`src/rtl/counter_pkg.sv`:
```
`default_nettype none
// ----------------------------------------------------------------------------
// Module   : counter_pkg
// Purpose  : Shared mode constants, one-shot FSM state encoding and helpers
//            for the programmable modulus counter.
// Revision : 1.0 - initial release
// ----------------------------------------------------------------------------
package counter_pkg;

  localparam logic [1:0] MODE_WRAP    = 2'b00;
  localparam logic [1:0] MODE_SAT     = 2'b01;
  localparam logic [1:0] MODE_ONESHOT = 2'b10;
  localparam logic [1:0] MODE_RSVD    = 2'b11;

  typedef enum logic [1:0] {
    ST_IDLE = 2'd0,
    ST_RUN  = 2'd1,
    ST_DONE = 2'd2
  } os_state_t;

  // The reserved mode behaves exactly like wrap mode.
  function automatic logic is_wrap_mode(input logic [1:0] m);
    return (m == MODE_WRAP) || (m == MODE_RSVD);
  endfunction

endpackage
`default_nettype wire

```
`src/rtl/prog_mod_counter_oneshot_ctrl.sv`:
```
`default_nettype none
// ----------------------------------------------------------------------------
// Module   : oneshot_ctrl
// Purpose  : IDLE/RUN/DONE controller for one-shot mode. Decides when the
//            datapath may step and when a start reloads the count.
// Revision : 1.0 - initial release
// ----------------------------------------------------------------------------
module oneshot_ctrl
  import counter_pkg::*;
(
  input  logic clk,
  input  logic reset_n,
  input  logic clear,
  input  logic load,
  input  logic start,
  input  logic oneshot_mode,
  input  logic enable,
  input  logic start_terminal,  // load_value already terminal for direction
  input  logic step_terminal,   // result of the pending step is terminal
  output logic step_allow,
  output logic running,
  output logic done,
  output logic load_start
);

  os_state_t r_state;
  os_state_t w_state_nxt;

  // State register; reset wins over everything.
  always_ff @(posedge clk) begin
    if (!reset_n) r_state <= ST_IDLE;
    else          r_state <= w_state_nxt;
  end

  // Next state and start strobe, following clear > load > start > step.
  always_comb begin
    w_state_nxt = r_state;
    load_start  = 1'b0;
    if (clear || !oneshot_mode) begin
      w_state_nxt = ST_IDLE;
    end else if (load) begin
      w_state_nxt = r_state;
    end else if (start) begin
      load_start  = 1'b1;
      w_state_nxt = start_terminal ? ST_DONE : ST_RUN;
    end else if ((r_state == ST_RUN) && enable && step_terminal) begin
      w_state_nxt = ST_DONE;
    end
  end

  assign step_allow = (r_state == ST_RUN);
  assign running    = (r_state == ST_RUN);
  assign done       = (r_state == ST_DONE);

endmodule
`default_nettype wire

```
`src/rtl/prog_mod_counter.sv`:
```
`default_nettype none
// ----------------------------------------------------------------------------
// Module   : prog_mod_counter
// Purpose  : Programmable-modulus up/down counter with wrap, saturate and
//            one-shot modes, terminal pulse, cascade carry and wrap counter.
// Revision : 1.0 - initial release
// ----------------------------------------------------------------------------
module prog_mod_counter
  import counter_pkg::*;
#(
  parameter int WIDTH  = 16,
  parameter int WRAP_W = 8
) (
  input  logic              clk,
  input  logic              reset_n,
  input  logic              enable,
  input  logic              clear,
  input  logic              load,
  input  logic [WIDTH-1:0]  load_value,
  input  logic [WIDTH-1:0]  max_value,
  input  logic              up_down,
  input  logic [1:0]        mode,
  input  logic              start,
  output logic [WIDTH-1:0]  count,
  output logic              terminal_count,
  output logic              carry_out,
  output logic              tc_pulse,
  output logic [WRAP_W-1:0] wrap_count,
  output logic              running,
  output logic              done
);

  logic [WIDTH-1:0]  r_count;
  logic              r_tc_pulse;
  logic [WRAP_W-1:0] r_wrap_count;

  logic              w_wrap_mode;
  logic              w_sat_mode;
  logic              w_os_mode;
  logic              w_terminal;
  logic [WIDTH-1:0]  w_step_val;
  logic              w_step_term;
  logic              w_start_term;
  logic              w_step_allow;
  logic              w_load_start;
  logic              w_step_take;

  assign w_wrap_mode = is_wrap_mode(mode);
  assign w_sat_mode  = (mode == MODE_SAT);
  assign w_os_mode   = (mode == MODE_ONESHOT);

  // Terminal state: at/above the modulus going up, at zero going down.
  assign w_terminal = up_down ? (r_count >= max_value) : (r_count == '0);

  // A step from the terminal state wraps to the opposite end.
  assign w_step_val = w_terminal ? (up_down ? '0 : max_value)
                                 : (up_down ? r_count + 1'b1 : r_count - 1'b1);

  assign w_step_term  = up_down ? (w_step_val >= max_value) : (w_step_val == '0);
  assign w_start_term = up_down ? (load_value >= max_value) : (load_value == '0);

  // Saturate mode refuses to step out of the terminal state.
  assign w_step_take = enable && (w_wrap_mode
                                  || (w_sat_mode && !w_terminal)
                                  || (w_os_mode && w_step_allow));

  oneshot_ctrl u_oneshot_ctrl (
    .clk            (clk),
    .reset_n        (reset_n),
    .clear          (clear),
    .load           (load),
    .start          (start),
    .oneshot_mode   (w_os_mode),
    .enable         (enable),
    .start_terminal (w_start_term),
    .step_terminal  (w_step_term),
    .step_allow     (w_step_allow),
    .running        (running),
    .done           (done),
    .load_start     (w_load_start)
  );

  // Count, terminal pulse and wrap counter, priority reset > clear > load > start > step.
  always_ff @(posedge clk) begin
    if (!reset_n) begin
      r_count      <= '0;
      r_tc_pulse   <= 1'b0;
      r_wrap_count <= '0;
    end else if (clear) begin
      r_count      <= '0;
      r_tc_pulse   <= 1'b0;
      r_wrap_count <= '0;
    end else if (load || w_load_start) begin
      r_count      <= load_value;
      r_tc_pulse   <= 1'b0;
    end else if (w_step_take) begin
      r_count      <= w_step_val;
      r_tc_pulse   <= w_step_term;
      if (w_terminal && !(&r_wrap_count))
        r_wrap_count <= r_wrap_count + 1'b1;
    end else begin
      r_tc_pulse   <= 1'b0;
    end
  end

  assign count          = r_count;
  assign tc_pulse       = r_tc_pulse;
  assign wrap_count     = r_wrap_count;
  assign terminal_count = w_terminal;
  assign carry_out      = enable && w_terminal && w_wrap_mode;

endmodule
`default_nettype wire

```
`config.mk`:
```
export PLATFORM = sky130hd
export DESIGN_NAME = prog_mod_counter
export DESIGN_NICKNAME = d
export VERILOG_FILES = /design/src/rtl/counter_pkg.sv /design/src/rtl/prog_mod_counter_oneshot_ctrl.sv /design/src/rtl/prog_mod_counter.sv
export SDC_FILE = /design/constraint.sdc
export NUM_CORES = 1
export LEC_CHECK = 0
export ABC_AREA = 1
export CAP_MARGIN = 0
export CORE_MARGIN = 1
export CORE_UTILIZATION = 40
export CTS_CLUSTER_SIZE = 20
export DETAILED_ROUTE_END_ITERATION = 7
export PLACE_DENSITY_LB_ADDON = 0.3
export SLEW_MARGIN = 20
export SYNTH_ARGS = -nofsm -noshare
export SYNTH_HDL_FRONTEND = slang
export SYNTH_HIERARCHICAL = 1
export SYNTH_SLANG_ARGS = --single-unit
```
`constraint.sdc`:
```
create_clock -name clk -period 8.25 [get_ports clk]
set_input_delay 1.65 -clock clk [delete_from_list [all_inputs] [get_ports clk]]
set_output_delay 1.65 -clock clk [all_outputs]
set_load 0.05 [all_outputs]
```
# After elaboration in Yosys (flattened, before gate mapping)
# Cells that the tools add are included.
word_totals:
  ff_bits: 27
  in_bits: 41
  wordCells: 61
classes:
  add_sub_neg: 3
  magnitude_cmp: 3
  eq_ne: 5
  muxes: 14
  n_bitwise: 4
  reduce_logical: 28
ops:
  columns: ["operator", "n"]
  rows:
  - ["16-bit 2-to-1 mux", 5]
  - ["16-bit greater-or-equal comparator", 3]
  - ["16-bit logical NOT", 3]
  - ["16-bit by 1-bit adder with 16-bit output (second input constant)", 1]
  - ["16-bit by 1-bit subtractor with 16-bit output (second input constant)", 1]
  - ["8-bit by 1-bit adder with 8-bit output (second input constant)", 1]
  - ["1-bit logical AND", 8]
  - ["8-bit AND reduction", 1]
  - ["2-bit equality test (second input constant)", 3]
  - ["1-bit 2-to-1 mux", 6]
  - ["2-bit 2-to-1 mux", 3]
  - ["1-bit logical OR", 5]
  - ["2-bit by 1-bit equality test with 1-bit output (second input constant)", 2]
  - ["1-bit NOT", 4]
  - ["2-bit nonzero test", 2]
  - ["2-bit OR reduction", 2]
  - ["4-bit OR reduction", 1]
  - ["1-bit logical NOT", 3]
  - ["3-bit AND reduction", 1]
  - ["2-bit logical NOT", 1]
  - ["2-bit AND reduction", 1]

# Depth between registers and ports, before layout
depth:
  ltp_word: 9
  mapped_depth: 35
  ltp_nobuf: 34

# Cells and area by module
# Netlist, hierarchy kept.
by_module_without_submodules:
  columns: ["module", "instances", "cells_each", "area_per_inst_um2"]
  rows:
  - ["prog_mod_counter", 1, 608, 3662.3]
  - ["oneshot_ctrl", 1, 25, 155.1]

# Worst setup path before layout
# Ideal clock, no wire load.
synth_path:
  path_kind: "input to register"
  startpoint: "in up_down"
  endpoint: "reg u_oneshot_ctrl.r_state[0]"
  arrival_time_ps: 4961
  required_time_ps: 8137
  setup_slack_ps: 3176
  cell_stages: 33
  path_cell_list: "buf_4 -> inv_4 -> clkbuf_1 -> ha_1 -> nand2_1 -> inv_1 -> nand2_1 -> inv_1 -> and2_1 -> nand2_1 -> nand3_1 -> nand2_1 -> nand2_1 -> nand2_1 -> inv_1 -> ha_1 -> nand2_1 -> inv_1 -> nand3_1 -> nor3_1 -> nand3_1 -> nand3_1 -> nand2_1 -> inv_1 -> nor2_1 -> inv_1 -> nand2_1 -> nor2_1 -> nand2_2 -> nand2_2 -> nand2_2 -> nand2_1 -> nor2_1"
synth_via:
  elab_chain_len: 7
  elab_cells_between_ends: 13
  classes_between: "order compare: 1; mux: 8; reduce/logical: 4"
synth_rtl:
  columns: ["element", "line_no", "rtl"]
  rows:
  - ["start, declared", "prog_mod_counter.sv:21", "input logic up_down,"]
  - ["16-bit 2-to-1 mux, or another cell as far along", "prog_mod_counter.sv:57", ": (up_down ? r_count + 1'b1 : r_count - 1'b1);"]
  - ["16-bit 2-to-1 mux", "prog_mod_counter.sv:56", "assign w_step_val = w_terminal ? (up_down ? '0 : max_value)"]
  - ["16-bit greater-or-equal comparator or 16-bit logical NOT (tied branches)", "prog_mod_counter.sv:59", "assign w_step_term = up_down ? (w_step_val >= max_value) : (w_step_val == '0);"]
  - ["1-bit 2-to-1 mux *", "prog_mod_counter.sv:59", null]
  - ["net w_step_term", "prog_mod_counter.sv:42", "logic w_step_term;"]
  - ["1-bit logical AND *", "prog_mod_counter_oneshot_ctrl.sv:46", "end else if ((r_state == ST_RUN) && enable && step_terminal) begin"]
  - ["2-bit nonzero test (no source line) *", null, null]
  - ["2-bit AND reduction (no source line) *", null, null]
  - ["end signal, assigned", "prog_mod_counter_oneshot_ctrl.sv:32", "else r_state <= w_state_nxt;"]
  - ["end, declared", "prog_mod_counter_oneshot_ctrl.sv:26", "os_state_t r_state;"]
# Mark *: on every way through the listed nets, which the timed path passes. The rest lies on a longest branch.
# A chain may end at the register's enable or synchronous reset.

# Final worst setup path
layout_path:
  startpoint: "in up_down"
  endpoint: "out carry_out"
layout_via:
  elab_chain_len: 3
layout_rtl:
  columns: ["element", "line_no", "rtl"]
  rows:
  - ["1-bit 2-to-1 mux", "prog_mod_counter.sv:53", "assign w_terminal = up_down ? (r_count >= max_value) : (r_count == '0);"]
  - ["1-bit logical AND (2 in series)", "prog_mod_counter.sv:110", "assign carry_out = enable && w_terminal && w_wrap_mode;"]
  - ["end, declared", "prog_mod_counter.sv:26", "output logic carry_out,"]
# Every way passes these cells.

==> PnR_summary.wiki <==
{| class="wikitable"
! Metric !! Value
|-
| Min-delay src || u_oneshot_ctrl/r_state[0]
|-
| Fraction of post-synthesis cell area in the top cell type by area || 0.215
|-
| Filler cell count in the final layout || 970
|-
| Data required time at the worst endpoint || 6.60 ns
|-
| Syn_nets || 740
|-
| GRT Overall Usage || 0.243
|-
| Clock latency of the later-clocked register in the worst-skew pair || 0.29 ns
|-
| Cell accounting for the most synthesized area || sky130_fd_sc_hd__nand2_1
|-
| CTS Root Buffer Type || sky130_fd_sc_hd__clkbuf_8
|-
| Routability congestion estimate || 0.944
|-
| WL per Instance || 14.2 um
|-
| Leading cell types by total area after synthesis || sky130_fd_sc_hd__nand2_1, sky130_fd_sc_hd__ha_1, sky130_fd_sc_hd__dfxtp_1
|-
| Syn Inst Count || 633
|-
| Floorplan die area || 9940 um^2
|-
| Clock Path Buffers || 2
|-
| Pre-antenna DRT Iters || 4
|-
| Clock tree from TritonCTS || built
|-
| Relative slew slack || 0.389
|-
| Top achievable clock speed || 164 MHz
|-
| Leakage || 0.00238 uW
|-
| Overall via count from detail_route || 4212
|-
| Total count of max-transition violations in the final report || 0
|-
| Synthesis warning total || 6
|-
| Relative area change from synthesis to final layout || 21.6%
|-
| CTS Hold Buffers Added || 0
|-
| Average instance area after synthesis || 6.03 um^2
|-
| Post-synth EDFFs || 0
|-
| Kind of start point of the critical path || primary input
|-
| Reported max-cap violation count || 0
|-
| Largest vdd supply drop || 67.0 uV
|-
| Initial antenna violation count || 0
|-
| I/O Pins || 70
|-
| Cell area power density || 103 nW/um^2
|-
| Leading post-synthesis cells by instance count || sky130_fd_sc_hd__nand2_1, sky130_fd_sc_hd__inv_1, sky130_fd_sc_hd__ha_1
|-
| Port Buf Inserts || 69
|-
| Async set-or-reset flop fraction in the synthesized netlist || 0
|-
| Detail Placement HPWL || 9.28 mm
|-
| Setup violators final || 0
|-
| Number of endpoints with negative hold slack in the final report || 0
|-
| Number of global-route vias before repair || 4171
|-
| Die X-Extent || 99.7 um
|-
| Worst-case clock skew || 0.00198 ns
|-
| Part of the cycle the worst path needs || 0.740
|-
| Critical Path AT || 4.45 ns
|-
| Number of synthesized register bits || 27
|-
| Classification of the worst setup path || primary input to output port
|-
| Cts repair resizes || 0
|-
| # nets final || 802
|-
| Cell Area, Synth || 3820 um^2
|-
| Accumulated negative setup slack || 0 ns
|-
| Type of element capturing the critical path || output port
|-
| Synth Flop Type || sky130_fd_sc_hd__dfxtp_1
|-
| Drc violations || 0
|-
| Area of the core region || 9240 um^2
|-
| Post-route cell area || 4640 um^2
|-
| Unrepaired setup endpoints after global routing || no
|-
| Setup slack of the worst register-to-register path || 4.34 ns
|-
| DRT iter0 DRCs || 250
|-
| Effective utilization at floorplan || 0.413
|-
| Number of buffers created by CTS || 3
|-
| Number of nets with antenna violations after detailed routing || 0
|-
| Via/cell ratio || 5.12
|-
| Placed instance area || 4590 um^2
|-
| Sequential cell area fraction in the yosys report || 0.142
|-
| H-Tree Depth || 1
|-
| Number of clock sinks seen by CTS || 27
|-
| Crit path from || up_down
|-
| Clk pin slew, worst setup/hold paths || 0.11 ns
|-
| Global-route wire length before repair || 19.5 mm
|-
| Overflow left after global routing || 0
|-
| Layout cell share with drive strength beyond 1 || 0.0288
|-
| Peak fanout along the critical path || 31
|-
| Reg2reg start || count[0]
|-
| Run status || finished, final reports clean
|-
| Diode insertion count for antenna repair || 0
|-
| Maximum number of pins on one net before global-route repair || 32
|-
| Post-CTS setup-driven buffer insertion count || 0
|-
| Area taken by flip-flops and latches || 541 um^2
|-
| Final critical delay including setup and external delays || 6.10 ns
|-
| Site row count || 35
|-
| Area taken by multi-input logic gates || 2840 um^2
|-
| Worst min-delay path class || register to register
|-
| Netlist cell types || 38
|-
| Transition time of the tightest slew-check pin || 0.916 ns
|-
| Library cell with the highest instance count after synthesis || sky130_fd_sc_hd__nand2_1
|-
| Chip Height || 99.7 um
|-
| Overall routed net length || 11.7 mm
|}
registers in the layout (all words and copies together), names as in the netlist:
signal	cells
u_oneshot_ctrl/r_state	2
tc_pulse	1
count	16
wrap_count	8
layer usage:
layer  wire length (um)  share of wire  GRT usage
met3                551          0.047     0.0253
met2               5280           0.45      0.403
met5                  0              0          0
met1               5410           0.46      0.318
met4                423          0.036      0.106
cells by family (layout without fill, tap and decap cells):
| kind of cell | Yosys count | after routing | synth area share |
|---|---|---|---|
| and+or+nand+nor | 345 | 345 | 0.383 |
| AOI/OAI and AO/OA | 78 | 78 | 0.122 |
| xor gates and xnor gates | 9 | 9 | 0.0207 |
| adders and majority gates | 66 | 66 | 0.218 |
| buffers and inverters | 108 | 169 | 0.115 |
| DFF | 27 | 27 | 0.142 |
metrics by stage:
step,hold WS [ns],instances,power (uW),setup WS (ns),utilization
2_1_floorplan,0.475,633,312,3.18,-
3_3_place_gp,0.492,819,385,2.20,0.497
3_5_place_dp,0.498,819,390,2.16,0.497
4_1_cts,0.519,823,475,2.16,0.502
5_1_grt,0.545,823,515,1.94,0.502
6_report,0.520,823,476,2.15,0.502
final cells by class:
cell class,count,share of cell area
multi-input combinational,498,0.611
inverter,96,0.0782
tap,129,0.0348
timing repair buffer,69,0.149
clock inverter,1,0.00162
clock buffer,3,0.00890
sequential,27,0.116
path summary, 6_finish.rpt:
path,to,cells past startpoint
setup reg to reg,u_oneshot_ctrl/r_state[0],30
setup / recovery,carry_out,10
hold reg to reg,u_oneshot_ctrl/r_state[0],2
hold / removal,u_oneshot_ctrl/r_state[0],2
critical path: stages:
cell	delay [ns]
sky130_fd_sc_hd__clkdlybuf4s50_1	0.62
sky130_fd_sc_hd__inv_4	0.39
sky130_fd_sc_hd__nor2_1	0.07
sky130_fd_sc_hd__nand2_1	0.07
sky130_fd_sc_hd__o21bai_1	0.13
sky130_fd_sc_hd__a21oi_2	0.06
sky130_fd_sc_hd__nand2_2	0.25
sky130_fd_sc_hd__nand2_4	0.24
sky130_fd_sc_hd__nor2_1	0.15
sky130_fd_sc_hd__clkdlybuf4s50_1	0.81
layout by cell type, fill, tap and decap left out, types with 6 or more instances in the layout:
cell type | Yosys | routed
sky130_fd_sc_hd__a21oi_1 | 35 | 35
sky130_fd_sc_hd__a31oi_1 | 17 | 17
sky130_fd_sc_hd__clkdlybuf4s50_1 | 0 | 69
sky130_fd_sc_hd__dfxtp_1 | 27 | 27
sky130_fd_sc_hd__ha_1 | 65 | 65
sky130_fd_sc_hd__inv_1 | 93 | 93
sky130_fd_sc_hd__nand2_1 | 219 | 219
sky130_fd_sc_hd__nand2_2 | 7 | 7
sky130_fd_sc_hd__nand3_1 | 43 | 43
sky130_fd_sc_hd__nand4_1 | 8 | 8
sky130_fd_sc_hd__nor2_1 | 44 | 44
sky130_fd_sc_hd__nor3_1 | 10 | 10
sky130_fd_sc_hd__o21ai_0 | 10 | 10
sky130_fd_sc_hd__xnor2_1 | 6 | 6
where the power goes:
part / total [uW] / internal (uW) / switching (uW)
clock network: 84.9 / 34.5 / 50.4
registers: 141 / 134 / 6.96
logic: 250 / 92.1 / 158
total: 476 / 261 / 216
Power figures use the tool's default switching activity.
